<file path="config.mk">
export PLATFORM = sky130hd
export DESIGN_NAME = alu_seq_flat
export DESIGN_NICKNAME = d
export VERILOG_FILES = /design/src/rtl/alu_pkg.sv /design/src/rtl/alu_seq_if.sv /design/src/rtl/alu_seq_muldiv.sv /design/src/rtl/alu_seq.sv /design/src/flat_wrapper.sv
export SDC_FILE = /design/constraint.sdc
export NUM_CORES = 1
export LEC_CHECK = 0
export ABC_AREA = 1
export CAP_MARGIN = 20
export CORE_MARGIN = 5
export CORE_UTILIZATION = 60
export DETAILED_ROUTE_END_ITERATION = 8
export PLACE_DENSITY = 0.82
export REMOVE_ABC_BUFFERS = 1
export SETUP_SLACK_MARGIN = 0.4
export SYNTH_ARGS = -nofsm -noshare
export SYNTH_HDL_FRONTEND = slang
export SYNTH_HIERARCHICAL = 1
export SYNTH_SLANG_ARGS = --single-unit
</file>
<file path="constraint.sdc">
create_clock -name clk -period 3.5 [get_ports clk]
set_clock_uncertainty 0.05 [all_clocks]
set_input_delay 1.05 -clock clk [delete_from_list [all_inputs] [get_ports clk]]
set_output_delay 1.05 -clock clk [all_outputs]
set_load 0.005 [all_outputs]
</file>
<file path="src/rtl/alu_pkg.sv">
// Shared opcode constants, FSM state encoding and helpers for the alu_seq block.
// The multiply/divide opcodes only execute when ALU_SEQ_MULDIV_EN is defined.
package alu_pkg;

    localparam logic [4:0] OP_ADD    = 5'b00000;
    localparam logic [4:0] OP_SUB    = 5'b00001;
    localparam logic [4:0] OP_AND    = 5'b00010;
    localparam logic [4:0] OP_OR     = 5'b00011;
    localparam logic [4:0] OP_XOR    = 5'b00100;
    localparam logic [4:0] OP_SLL    = 5'b00101;
    localparam logic [4:0] OP_SRL    = 5'b00110;
    localparam logic [4:0] OP_SLT    = 5'b00111;
    localparam logic [4:0] OP_SRA    = 5'b01110;
    localparam logic [4:0] OP_SLTU   = 5'b01111;
    localparam logic [4:0] OP_SLL12  = 5'b10000;

    localparam logic [4:0] OP_MUL    = 5'b11000;
    localparam logic [4:0] OP_MULH   = 5'b11001;
    localparam logic [4:0] OP_MULHSU = 5'b11010;
    localparam logic [4:0] OP_MULHU  = 5'b11011;
    localparam logic [4:0] OP_DIV    = 5'b11100;
    localparam logic [4:0] OP_DIVU   = 5'b11101;
    localparam logic [4:0] OP_REM    = 5'b11110;
    localparam logic [4:0] OP_REMU   = 5'b11111;

    localparam logic [1:0] ST_IDLE   = 2'd0;
    localparam logic [1:0] ST_CALC   = 2'd1;
    localparam logic [1:0] ST_DONE   = 2'd2;

    // All iterative opcodes share the 11xxx prefix.
    function automatic logic is_multicycle(input logic [4:0] op);
        return (op[4:3] == 2'b11);
    endfunction

endpackage

</file>
<file path="src/rtl/alu_seq_if.sv">
// Request/response handshake bundle of the alu_seq block; the slave side is the ALU.
interface alu_seq_if #(
    parameter int XLEN = 32
);
    logic            in_valid;
    logic            in_ready;
    logic [4:0]      ALU_ctr;
    logic [XLEN-1:0] ALU_srcA;
    logic [XLEN-1:0] ALU_srcB;
    logic            out_valid;
    logic            out_ready;
    logic [XLEN-1:0] ALU_resp;
    logic            busy;

    modport master (
        output in_valid, ALU_ctr, ALU_srcA, ALU_srcB, out_ready,
        input  in_ready, out_valid, ALU_resp, busy
    );

    modport slave (
        input  in_valid, ALU_ctr, ALU_srcA, ALU_srcB, out_ready,
        output in_ready, out_valid, ALU_resp, busy
    );
endinterface

</file>
<file path="src/rtl/alu_seq_muldiv.sv">
// Iterative XLEN-step shift-add multiplier / restoring divider for alu_seq.
// Only compiled when ALU_SEQ_MULDIV_EN is defined.
`ifdef ALU_SEQ_MULDIV_EN
module alu_seq_muldiv
    import alu_pkg::*;
#(
    parameter int XLEN = 32
) (
    input  logic            clk,
    input  logic            reset,
    input  logic            start,
    input  logic [4:0]      op,
    input  logic [XLEN-1:0] src_a,
    input  logic [XLEN-1:0] src_b,
    output logic            done,
    output logic [XLEN-1:0] result
);

    localparam int CNT_W = $clog2(XLEN);

    logic              running_r;
    logic [CNT_W-1:0]  cnt_r;
    logic [4:0]        op_r;
    logic [XLEN-1:0]   a_orig_r;
    logic [XLEN-1:0]   b_r;
    logic [2*XLEN-1:0] p_r;
    logic              neg_lo_r;
    logic              neg_hi_r;
    logic              div0_r;

    logic              a_signed_s, b_signed_s, a_neg_s, b_neg_s, is_div_s;
    logic [XLEN-1:0]   a_abs_s, b_abs_s;
    logic [XLEN:0]     mul_sum_s, div_sh_s, div_diff_s;
    logic              div_ge_s;
    logic [2*XLEN-1:0] mul_next_s, div_next_s, p_next_s, prod_s;
    logic [XLEN-1:0]   quo_s, rem_s;

    // Operand sign handling at the start of an operation.
    always_comb begin
        a_signed_s = (op == OP_MULH) || (op == OP_MULHSU) || (op == OP_DIV) || (op == OP_REM);
        b_signed_s = (op == OP_MULH) || (op == OP_DIV) || (op == OP_REM);
        a_neg_s    = a_signed_s && src_a[XLEN-1];
        b_neg_s    = b_signed_s && src_b[XLEN-1];
        a_abs_s    = a_neg_s ? (~src_a + {{(XLEN-1){1'b0}}, 1'b1}) : src_a;
        b_abs_s    = b_neg_s ? (~src_b + {{(XLEN-1){1'b0}}, 1'b1}) : src_b;
        is_div_s   = op[2];
    end

    // One radix-2 step of either engine; p_r holds {high half, low half}.
    always_comb begin
        mul_sum_s  = {1'b0, p_r[2*XLEN-1:XLEN]} + (p_r[0] ? {1'b0, b_r} : {(XLEN+1){1'b0}});
        mul_next_s = {mul_sum_s, p_r[XLEN-1:1]};
        div_sh_s   = {p_r[2*XLEN-1:XLEN], p_r[XLEN-1]};
        div_diff_s = div_sh_s - {1'b0, b_r};
        div_ge_s   = ~div_diff_s[XLEN];
        div_next_s = {(div_ge_s ? div_diff_s[XLEN-1:0] : div_sh_s[XLEN-1:0]),
                      p_r[XLEN-2:0], div_ge_s};
        if (op_r[2]) begin
            p_next_s = div_next_s;
        end else begin
            p_next_s = mul_next_s;
        end
    end

    // Sign fix-up and result selection, applied to the final step.
    always_comb begin
        prod_s = neg_lo_r ? (~p_next_s + {{(2*XLEN-1){1'b0}}, 1'b1}) : p_next_s;
        quo_s  = p_next_s[XLEN-1:0];
        rem_s  = p_next_s[2*XLEN-1:XLEN];
        case (op_r)
            OP_MUL:    result = prod_s[XLEN-1:0];
            OP_MULH:   result = prod_s[2*XLEN-1:XLEN];
            OP_MULHSU: result = prod_s[2*XLEN-1:XLEN];
            OP_MULHU:  result = prod_s[2*XLEN-1:XLEN];
            OP_DIV:    result = div0_r ? {XLEN{1'b1}} :
                                (neg_lo_r ? (~quo_s + {{(XLEN-1){1'b0}}, 1'b1}) : quo_s);
            OP_DIVU:   result = div0_r ? {XLEN{1'b1}} : quo_s;
            OP_REM:    result = div0_r ? a_orig_r :
                                (neg_hi_r ? (~rem_s + {{(XLEN-1){1'b0}}, 1'b1}) : rem_s);
            OP_REMU:   result = div0_r ? a_orig_r : rem_s;
            default:   result = {XLEN{1'b0}};
        endcase
        done = running_r && (cnt_r == CNT_W'(XLEN-1));
    end

    // Operand load on start, then XLEN iterations.
    always_ff @(posedge clk) begin
        if (reset) begin
            running_r <= 1'b0;
            cnt_r     <= {CNT_W{1'b0}};
            op_r      <= 5'b00000;
            a_orig_r  <= {XLEN{1'b0}};
            b_r       <= {XLEN{1'b0}};
            p_r       <= {(2*XLEN){1'b0}};
            neg_lo_r  <= 1'b0;
            neg_hi_r  <= 1'b0;
            div0_r    <= 1'b0;
        end else if (start) begin
            running_r <= 1'b1;
            cnt_r     <= {CNT_W{1'b0}};
            op_r      <= op;
            a_orig_r  <= src_a;
            b_r       <= is_div_s ? b_abs_s : a_abs_s;
            p_r       <= {{XLEN{1'b0}}, (is_div_s ? a_abs_s : b_abs_s)};
            neg_lo_r  <= a_neg_s ^ b_neg_s;
            neg_hi_r  <= a_neg_s;
            div0_r    <= (src_b == {XLEN{1'b0}});
        end else if (running_r) begin
            p_r       <= p_next_s;
            cnt_r     <= cnt_r + {{(CNT_W-1){1'b0}}, 1'b1};
            running_r <= ~done;
        end else begin
            p_r       <= p_r;
            cnt_r     <= cnt_r;
            running_r <= running_r;
        end
    end

endmodule
`endif

</file>
<file path="src/rtl/alu_seq.sv">
// Sequential ALU with valid/ready handshake and IDLE/CALC/DONE control.
// Define ALU_SEQ_MULDIV_EN to enable the iterative multiply/divide opcodes.
module alu_seq
    import alu_pkg::*;
#(
    parameter int XLEN    = 32,
    parameter int SHAMT_W = $clog2(XLEN)
) (
    input logic        clk,
    input logic        reset,
    alu_seq_if.slave   bus
);

    logic [1:0]         state_r, state_nxt_s;
    logic               in_ready_r, out_valid_r;
    logic [XLEN-1:0]    resp_r, single_s, md_result_s;
    logic               accept_s, multi_s, md_done_s;
    logic [SHAMT_W-1:0] shamt_s;

    assign accept_s      = (state_r == ST_IDLE) && bus.in_valid;
    assign shamt_s       = bus.ALU_srcB[SHAMT_W-1:0];
    assign bus.in_ready  = in_ready_r;
    assign bus.out_valid = out_valid_r;
    assign bus.ALU_resp  = resp_r;

`ifdef ALU_SEQ_MULDIV_EN
    logic busy_r;

    assign multi_s  = is_multicycle(bus.ALU_ctr);
    assign bus.busy = busy_r;

    alu_seq_muldiv #(.XLEN(XLEN)) u_muldiv (
        .clk    (clk),
        .reset  (reset),
        .start  (accept_s && multi_s),
        .op     (bus.ALU_ctr),
        .src_a  (bus.ALU_srcA),
        .src_b  (bus.ALU_srcB),
        .done   (md_done_s),
        .result (md_result_s)
    );

    // busy mirrors the CALC state one-for-one.
    always_ff @(posedge clk) begin
        if (reset) begin
            busy_r <= 1'b0;
        end else begin
            busy_r <= (state_nxt_s == ST_CALC);
        end
    end
`else
    assign multi_s     = 1'b0;
    assign md_done_s   = 1'b0;
    assign md_result_s = {XLEN{1'b0}};
    assign bus.busy    = 1'b0;
`endif

    // Single-cycle datapath; unknown opcodes yield zero.
    always_comb begin
        single_s = {XLEN{1'b0}};
        case (bus.ALU_ctr)
            OP_ADD:   single_s = bus.ALU_srcA + bus.ALU_srcB;
            OP_SUB:   single_s = bus.ALU_srcA - bus.ALU_srcB;
            OP_AND:   single_s = bus.ALU_srcA & bus.ALU_srcB;
            OP_OR:    single_s = bus.ALU_srcA | bus.ALU_srcB;
            OP_XOR:   single_s = bus.ALU_srcA ^ bus.ALU_srcB;
            OP_SLL:   single_s = bus.ALU_srcA << shamt_s;
            OP_SRL:   single_s = bus.ALU_srcA >> shamt_s;
            OP_SRA:   single_s = XLEN'($signed(bus.ALU_srcA) >>> shamt_s);
            OP_SLT:   single_s = {{(XLEN-1){1'b0}}, ($signed(bus.ALU_srcA) < $signed(bus.ALU_srcB))};
            OP_SLTU:  single_s = {{(XLEN-1){1'b0}}, (bus.ALU_srcA < bus.ALU_srcB)};
            OP_SLL12: single_s = {bus.ALU_srcA[XLEN-13:0], 12'h000};
            default:  single_s = {XLEN{1'b0}};
        endcase
    end

    // Next-state logic of the control FSM.
    always_comb begin
        state_nxt_s = state_r;
        case (state_r)
            ST_IDLE: begin
                if (accept_s) begin
                    state_nxt_s = multi_s ? ST_CALC : ST_DONE;
                end else begin
                    state_nxt_s = ST_IDLE;
                end
            end
            ST_CALC: begin
                if (md_done_s) begin
                    state_nxt_s = ST_DONE;
                end else begin
                    state_nxt_s = ST_CALC;
                end
            end
            ST_DONE: begin
                if (bus.out_ready) begin
                    state_nxt_s = ST_IDLE;
                end else begin
                    state_nxt_s = ST_DONE;
                end
            end
            default: state_nxt_s = ST_IDLE;
        endcase
    end

    // State, handshake flags and the held result.
    always_ff @(posedge clk) begin
        if (reset) begin
            state_r     <= ST_IDLE;
            in_ready_r  <= 1'b1;
            out_valid_r <= 1'b0;
            resp_r      <= {XLEN{1'b0}};
        end else begin
            state_r     <= state_nxt_s;
            in_ready_r  <= (state_nxt_s == ST_IDLE);
            out_valid_r <= (state_nxt_s == ST_DONE);
            if (accept_s && !multi_s) begin
                resp_r <= single_s;
            end else if ((state_r == ST_CALC) && md_done_s) begin
                resp_r <= md_result_s;
            end else begin
                resp_r <= resp_r;
            end
        end
    end

endmodule

</file>
<file path="src/flat_wrapper.sv">
// flat-port wrapper written by rule: the top's interface ports become plain ports
module alu_seq_flat import alu_pkg::*;
#(
    parameter int XLEN    = 32,
    parameter int SHAMT_W = $clog2(XLEN)
)
  (clk, reset, bus_in_valid, bus_ALU_ctr, bus_ALU_srcA, bus_ALU_srcB, bus_out_ready, bus_in_ready, bus_out_valid, bus_ALU_resp, bus_busy);
  alu_seq_if #(.XLEN(XLEN)) bus_i ();
  input logic clk;
  input logic reset;
  input wire logic [$bits(bus_i.in_valid)-1:0] bus_in_valid;
  input wire logic [$bits(bus_i.ALU_ctr)-1:0] bus_ALU_ctr;
  input wire logic [$bits(bus_i.ALU_srcA)-1:0] bus_ALU_srcA;
  input wire logic [$bits(bus_i.ALU_srcB)-1:0] bus_ALU_srcB;
  input wire logic [$bits(bus_i.out_ready)-1:0] bus_out_ready;
  output wire logic [$bits(bus_i.in_ready)-1:0] bus_in_ready;
  output wire logic [$bits(bus_i.out_valid)-1:0] bus_out_valid;
  output wire logic [$bits(bus_i.ALU_resp)-1:0] bus_ALU_resp;
  output wire logic [$bits(bus_i.busy)-1:0] bus_busy;
  assign bus_i.in_valid = bus_in_valid;
  assign bus_i.ALU_ctr = bus_ALU_ctr;
  assign bus_i.ALU_srcA = bus_ALU_srcA;
  assign bus_i.ALU_srcB = bus_ALU_srcB;
  assign bus_i.out_ready = bus_out_ready;
  assign bus_in_ready = bus_i.in_ready;
  assign bus_out_valid = bus_i.out_valid;
  assign bus_ALU_resp = bus_i.ALU_resp;
  assign bus_busy = bus_i.busy;
  alu_seq #(.XLEN(XLEN), .SHAMT_W(SHAMT_W)) u_core (.clk(clk), .reset(reset), .bus(bus_i));
endmodule
</file>
==> impl_metrics.toml, run 1 <==
[floorplanning]
die_x_um = 148
ioPinCount = 108
floorplan.initialDensity_pct = 61.2
placementRows = 50
die_h_um = 148

[placement]
io_buffers = 106
hpwlAfterDp_um = 44300
place_congestion = 1.23
place_ws_ns = -0.333

[yosys]
syn_inst = 2295
ys_warn_count = 6
synth_top_area_share_pct = 27.0
ys_ff_latch = 36
seq_area_frac_synth_pct = 6.28
ys_types = 46
syn_area_um2 = 11500
yosys-top-cells-area = "nand2_1 (27%), nand3_1 (17%), ha_1 (11%), inv_1 (9.6%), dfxtp_1 (6.3%)"
synth_flop_cell = "dfxtp_1"
async_reset_ff_share_pct = 0
synth.largest_area_cell = "nand2_1"
synth_common_cells = "nand2_1 (825), nand3_1 (392), inv_1 (293), nor2_1 (183), a21oi_1 (113)"
synth_area_per_cell_um2 = 5.00
synth.most_common_cell = "nand2_1"
synth_edf_count = 0

[global_routing]
grt_usage_pct = 78.3
grt_start_max_net_pins = 68
gr-total-overflow = 224

[timing]
crit_endpoint = "u_core/bus.ALU_resp[31]$_SDFFE_PP0P_/D"
endpoint_type = "sequential cell input"

[clock_network]
cts_buffers = 5
cts.sinks = 36
clock_tree.buffer_depth = 2
root_buffer = "clkbuf_16"
hold_buffers = 0
ctsHtreeMaxLevel = 2

[run_status]
stop_stage = "global routing (5_1_grt)"
error = "[ERROR GRT-0232] Routing congestion too high. Check the congestion heatmap in the GUI."
status = "did not finish"
## per-layer routing
metal / GRT usage, % / overflow
met1: 77.6 / 9
met2: 91.8 / 128
met3: 67.8 / 6
met4: 75.8 / 79
met5: 42.5 / 2
## cell families after synthesis
kind of cell    count (synthesis)  synth area share (%)
simple gates                 1494                  55.6
compound gates                255                  12.2
fa+ha+maj                     101                  11.1
other cells                     1                0.0327
buf+inv                       407                  14.7
flops                          36                  6.28
xor+xnor                        1                0.0763
## timing repair
item | in CTS
pin swaps | 24
endpoints found under the setup margin | 32
cloned | 2
buffers inserted | 9
hold endpoints to repair | 0
gates resized for setup | 180
## through the flow
step	setup TNS, ns	cell area, um2	instances	hold slack (ns)
4_1_cts	0	15500	2848	0.417
3_5_place_dp	-4.99	14600	2829	0.408
3_3_place_gp	-2.52	14600	2829	0.401
2_1_floorplan	-12.74	10900	2190	0.384
==> run 2, diff against run 1 <==
CORE_UTILIZATION = 40   (was 60)
PLACE_DENSITY = default   (was 0.82)
PLACE_DENSITY_LB_ADDON = 0.15   (was default)
SETUP_SLACK_MARGIN = default   (was 0.4)
==> impl_metrics.toml, run 2 <==
[run_status]
status = "completed"

[hold_path]
hp-class = "reg -> reg"

[floorplanning]
die-area_um2 = 32200
ioPinCount = 108
core_um2 = 28500
die_h_um = 179
floorplan.initialDensity_pct = 40.2
placementRows = 62
die_x_um = 179

[timing]
final_hold_viol_count = 0
max_freq_ghz = 0.292
rsz0062_at_grt = "no"
setup_viol = 0
tightestPinTransition_ns = 0.779
post-route-period-util_pct = 97.7
max_slew_margin_pct = 48.0
fin_crit_ns = 3.42
slew_violations = 0

[clock_network]
cts.sinks = 36
clock_latency_ns = 0.28
cts_tree = "built"
clock_tree.buffer_depth = 2
ctsHtreeMaxLevel = 2
root_buffer = "clkbuf_16"
cts_buffers = 5
hold_buffers = 0
path_clk_slew_ns = 0.07

[setup_path]
critPathCaptureType = "register"
critPathLaunchType = "input port"
crit_type = "in -> reg"
arrival_ns = 3.53
critPathRequiredTime_ns = 3.61
path_max_fanout = 4

[global_routing]
grt_usage_pct = 38.2
grt_pass1_vias = 16436
gr-total-overflow = 0
grt_start_max_net_pins = 69
antenna_found_initial = 2
grt_pass1_wl_um = 96200

[placement]
place_congestion = 1.07
hpwlAfterDp_um = 54900
io_buffers = 106

[route]
viasPerCell = 5.59
wl_um = 65700
drc_errors = 0
num_vias = 17365
wl_per_cell_um = 21.1
dr.pass1.iters = 6
postRouteAntennaNets = 0
drt-initial-drc-count = 2072

[yosys]
synth.largest_area_cell = "nand2_1"
synth.most_common_cell = "nand2_1"
syn_inst = 2295
synth_edf_count = 0
async_reset_ff_share_pct = 0
seq_area_frac_synth_pct = 6.28
ys_warn_count = 6
syn_area_um2 = 11500
ys_ff_latch = 36
synth_area_per_cell_um2 = 5.00
synth_common_cells = "nand2_1 (825), nand3_1 (392), inv_1 (293), nor2_1 (183), a21oi_1 (113)"
yosys-top-cells-area = "nand2_1 (27%), nand3_1 (17%), ha_1 (11%), inv_1 (9.6%), dfxtp_1 (6.3%)"
ys_types = 46
synth_flop_cell = "dfxtp_1"
synth_top_area_share_pct = 27.0

[power]
power_density_nw_per_um2 = 198
leakage_nw = 8.89
ir_worst_vdd_v = 0.000158
total_power_w = 0.00321

[layout]
utilization_pct = 56.8
layout_common_cells = "nand2_1 (811), buf_4 (404), nand3_1 (389)"
antenna_cells = 0
nets = 2894
largest_reg_flops = 32
area_growth_pct = 41.2
drive_above_1_share_pct = 19.0
final_common_cell = "nand2_1"

[job]
cap_violations = 0
-- run 2: layout make-up --
| cell class | count | area (um2) |
|---|---|---|
| tap | 384 | 480 |
| sequential | 36 | 721 |
| multi-input combinational | 1852 | 9360 |
| fill | 3130 | 12300 |
| inverter | 302 | 1140 |
| timing repair buffer | 523 | 4360 |
| clock inverter | 2 | 35.0 |
| clock buffer | 6 | 129 |
-- run 2: worst paths after layout --
path | start | endpoint | slack (ns) | cells past startpoint
worst max register to register | u_core/state_r[0]$_SDFF_PP0_ | u_core/bus.ALU_resp[8]$_SDFFE_PP0P_ | 1.88 | 6
worst min-delay path | u_core/bus.ALU_resp[16]$_SDFFE_PP0P_ | u_core/bus.ALU_resp[16]$_SDFFE_PP0P_ | 0.42 | 2
worst max-delay path | bus_ALU_srcA[1] | u_core/bus.ALU_resp[15]$_SDFFE_PP0P_ | 0.08 | 14
worst min register to register | u_core/bus.ALU_resp[16]$_SDFFE_PP0P_ | u_core/bus.ALU_resp[16]$_SDFFE_PP0P_ | 0.42 | 2
-- run 2: metrics by stage --
stage                     instance area [um2]  instances  setup TNS, ns  hold slack [ns]  worst slack (ns)
after CTS                               15900       3105              0            0.416            0.0162
after global placement                  15800       3097          -7.25            0.404            -0.573
final                                   16200       3105              0            0.415            0.0797
after global routing                    16200       3105              0            0.428           0.00105
after detailed placement                15800       3097          -7.45            0.405            -0.538
after floorplan                         10900       2190         -12.74            0.384            -0.554
-- run 2: timing repair --
action                     CTS  global route
hold endpoints to repair     0             0
setup buffers                0             0
resized for setup            5            74
pin swaps                    1             5
setup endpoints to repair    6            28
-- run 2: kinds of logic after synthesis --
kind of cell             synth area share, %
XOR/XNOR                              0.0763
other                                 0.0327
flip-flops                              6.28
AND/OR/NAND/NOR                         55.6
adder cells (fa/ha/maj)                 11.1
buffers and inverters                   14.7
AO/OA/AOI/OAI                           12.2
-- run 2: critical path, stage by stage --
cell             delay (ns)
clkdlybuf4s50_1        0.50
inv_1                  0.12
ha_1                   0.37
nand2_1                0.06
nand2_1                0.15
nand3_1                0.16
nand2_1                0.21
nand2_1                0.10
nand2_1                0.18
nand2_1                0.07
nand3_1                0.07
nand4_1                0.27
nand2_1                0.15
a21oi_1                0.06
-- run 2: metal layers --
layer  GRT usage (%)  vias to the layer above  part of all wire [%]
met2            61.2                      949                    44
li1                -                     8210                     -
met4            21.0                        2                   7.0
met3            7.34                      197                   9.5
met1            48.3                     8007                    40
met5               0                        -                 0.020
-- run 2: power by group --
| part | leakage [nW] | internal, W | switching [W] |
|---|---|---|---|
| clock network | 0.0808 | 0.000337 | 0.000223 |
| registers | 0.292 | 0.000426 | 0.0000116 |
| logic | 8.52 | 0.000893 | 0.00132 |
| total | 8.89 | 0.00166 | 0.00156 |
(Power assumes the default switching activity.)
==> run 3, diff against run 2 <==
SLEW_MARGIN = 20   (was default)
==> results of run 3 <==
Same layout as run 2: the final DEF is identical, and so are final timing and power.
==> run 4, diff against run 3 <==
SYNTH_HIERARCHICAL = default   (was 1)
==> impl_metrics.toml, run 4 <==
[floorplanning]
die_x_um = 180
core_um2 = 28600
die-area_um2 = 32500
ioPinCount = 108
die_h_um = 180
floorplan.initialDensity_pct = 40.5
placementRows = 62

[layout]
utilization_pct = 57.4
drive_above_1_share_pct = 19.2
nets = 2929
finalInstanceArea_um2 = 16400
largest_reg_flops = 32
layout_common_cells = "nand2_1 (860), buf_4 (404), nand3_1 (362)"
regArea_um2 = 721
multi_input_area_um2 = 9480
final_common_cell = "nand2_1"
fillerInstances = 3005
area_growth_pct = 41.7

[clock_network]
cts_tree = "built"
cts.sinks = 36
ctsHtreeMaxLevel = 2
clock_latency_ns = 0.29
cts_setup_buffers = 0
path_clk_slew_ns = 0.07
hold_buffers = 0
cts_buffers = 5
root_buffer = "clkbuf_16"
clock_tree.buffer_depth = 2

[yosys]
synth_top_area_share_pct = 28.1
yosys-top-cells-area = "nand2_1 (28%), nand3_1 (16%), ha_1 (11%), inv_1 (9.8%), dfxtp_1 (6.2%)"
syn_area_um2 = 11600
ys_types = 42
synth_edf_count = 0
syn_inst = 2322
synth_flop_cell = "dfxtp_1"
ys_ff_latch = 36
async_reset_ff_share_pct = 0
synth_area_per_cell_um2 = 4.99
ys_warn_count = 0
synth_common_cells = "nand2_1 (868), nand3_1 (369), inv_1 (302), nor2_1 (175), a21oi_1 (112)"
seq_area_frac_synth_pct = 6.22
synth.largest_area_cell = "nand2_1"
synth.most_common_cell = "nand2_1"

[global_routing]
grt_start_max_net_pins = 66
use_met3_pct = 8.01
antenna_found_initial = 1
gr-total-overflow = 0
grt.busiest_layer = "met2"
grt_pass1_vias = 15788
grt_use_met1_pct = 54.2
grt_pass1_wl_um = 96700
grtUsageMet2_pct = 57.5
grt_usage_pct = 38.8

[setup_path]
arrival_ns = 3.53
critPathRequiredTime_ns = 3.62
critPathCaptureType = "register"
critPathLaunchType = "input port"
path_max_fanout = 5
crit_type = "in -> reg"

[timing]
fin_tns_setup_ns = 0
max_slew_margin_pct = 60.2
fin_crit_ns = 3.41
setup_viol = 0
tightestPinTransition_ns = 0.590
final_hold_viol_count = 0
post-route-period-util_pct = 97.4
slew_violations = 0
max_freq_ghz = 0.293

[route]
wl_per_cell_um = 21.6
postRouteAntennaNets = 0
viasPerCell = 5.64
num_vias = 17700
drt-initial-drc-count = 2680
wl_um = 67800
drc_errors = 0
dr.pass1.iters = 6

[placement]
dpl_cell_area_um2 = 15900
hpwlAfterDp_um = 56200
io_buffers = 106
place_congestion = 1.06

[job]
cap_violations = 0

[run_status]
status = "completed"

[power]
leakage_nw = 9.05
ir_worst_vdd_v = 0.000162
power_density_nw_per_um2 = 203

[hold_path]
hp-class = "reg -> reg"
## run 4: cell types whose count changed after synthesis, sizes merged, moves of 5 or more
cell / before / now
nand2: 830 / 872
o21bai: 11 / 6
o21ai: 78 / 65
buf: 76 / 70
nand3: 396 / 372
inv: 301 / 311
## run 4: area by class of cell
type,instances,share of cell area [%]
Sequential cell,36,4.39
Multi-Input combinational cell,1870,57.7
Tap cell,384,2.93
Timing Repair Buffer,526,26.8
Antenna cell,1,0.0152
Clock inverter,3,0.259
Clock buffer,5,0.762
Inverter,313,7.15
## run 4: through the flow
step	cells	hold WS, ns	setup WS (ns)	power, W
2_1_floorplan	2219	0.384	-0.174	0.00142
3_3_place_gp	3129	0.397	-0.489	0.00259
3_5_place_dp	3129	0.406	-0.559	0.00261
4_1_cts	3137	0.415	0.00597	0.00319
5_1_grt	3137	0.430	-0.00385	0.00348
6_report	3138	0.415	0.0900	0.00333
## run 4: path summary, 6_finish.rpt
check	from	to	slack (ns)	cells past startpoint
setup / recovery	bus_ALU_srcA[26]	u_core.bus.ALU_resp[28]$_SDFFE_PP0P_	0.09	15
hold / removal	u_core.bus.ALU_resp[10]$_SDFFE_PP0P_	u_core.bus.ALU_resp[10]$_SDFFE_PP0P_	0.41	2
setup reg to reg	u_core.state_r[0]$_SDFF_PP0_	u_core.bus.ALU_resp[21]$_SDFFE_PP0P_	2.01	6
hold reg to reg	u_core.bus.ALU_resp[10]$_SDFFE_PP0P_	u_core.bus.ALU_resp[10]$_SDFFE_PP0P_	0.41	2
## run 4: metal layers
metal | wire, um | up-vias
met5 | 0 | -
met4 | 3960 | 0
met3 | 8290 | 182
met2 | 27500 | 1228
met1 | 28100 | 7996
li1 | - | 8294
## run 4: timing repair
item,CTS,global route
setup endpoints to repair,7,24
resized for setup,8,74
pin swaps,1,2
## run 4: cells by family (layout without fill, tap and decap cells)
kind of cell	after synthesis	after routing	share of synthesized area, %
AO/OA/AOI/OAI	239	239	11.3
buffers and inverters	416	847	14.6
AND/OR/NAND/NOR	1523	1523	56.3
XOR/XNOR	3	3	0.227
flip-flops	36	36	6.22
other	1	2	0.0324
adder cells (fa/ha/maj)	104	104	11.4
## run 4: worst max-delay path, stage by stage
cell	delay, ns
clkdlybuf4s50_1	0.60
inv_1	0.13
ha_4	0.32
buf_6	0.16
nand2_1	0.11
nor2_2	0.14
nand2_1	0.15
nor3_1	0.20
nand2_2	0.12
nand2_1	0.09
nand2_1	0.05
nand3_1	0.07
nand3_1	0.13
nand2_1	0.13
a21oi_1	0.07
## run 4: report_power, final
| part | internal, W | switching [W] |
|---|---|---|
| registers | 0.000426 | 0.0000174 |
| clock network | 0.000337 | 0.000247 |
| logic | 0.000919 | 0.00139 |
| total | 0.00168 | 0.00165 |
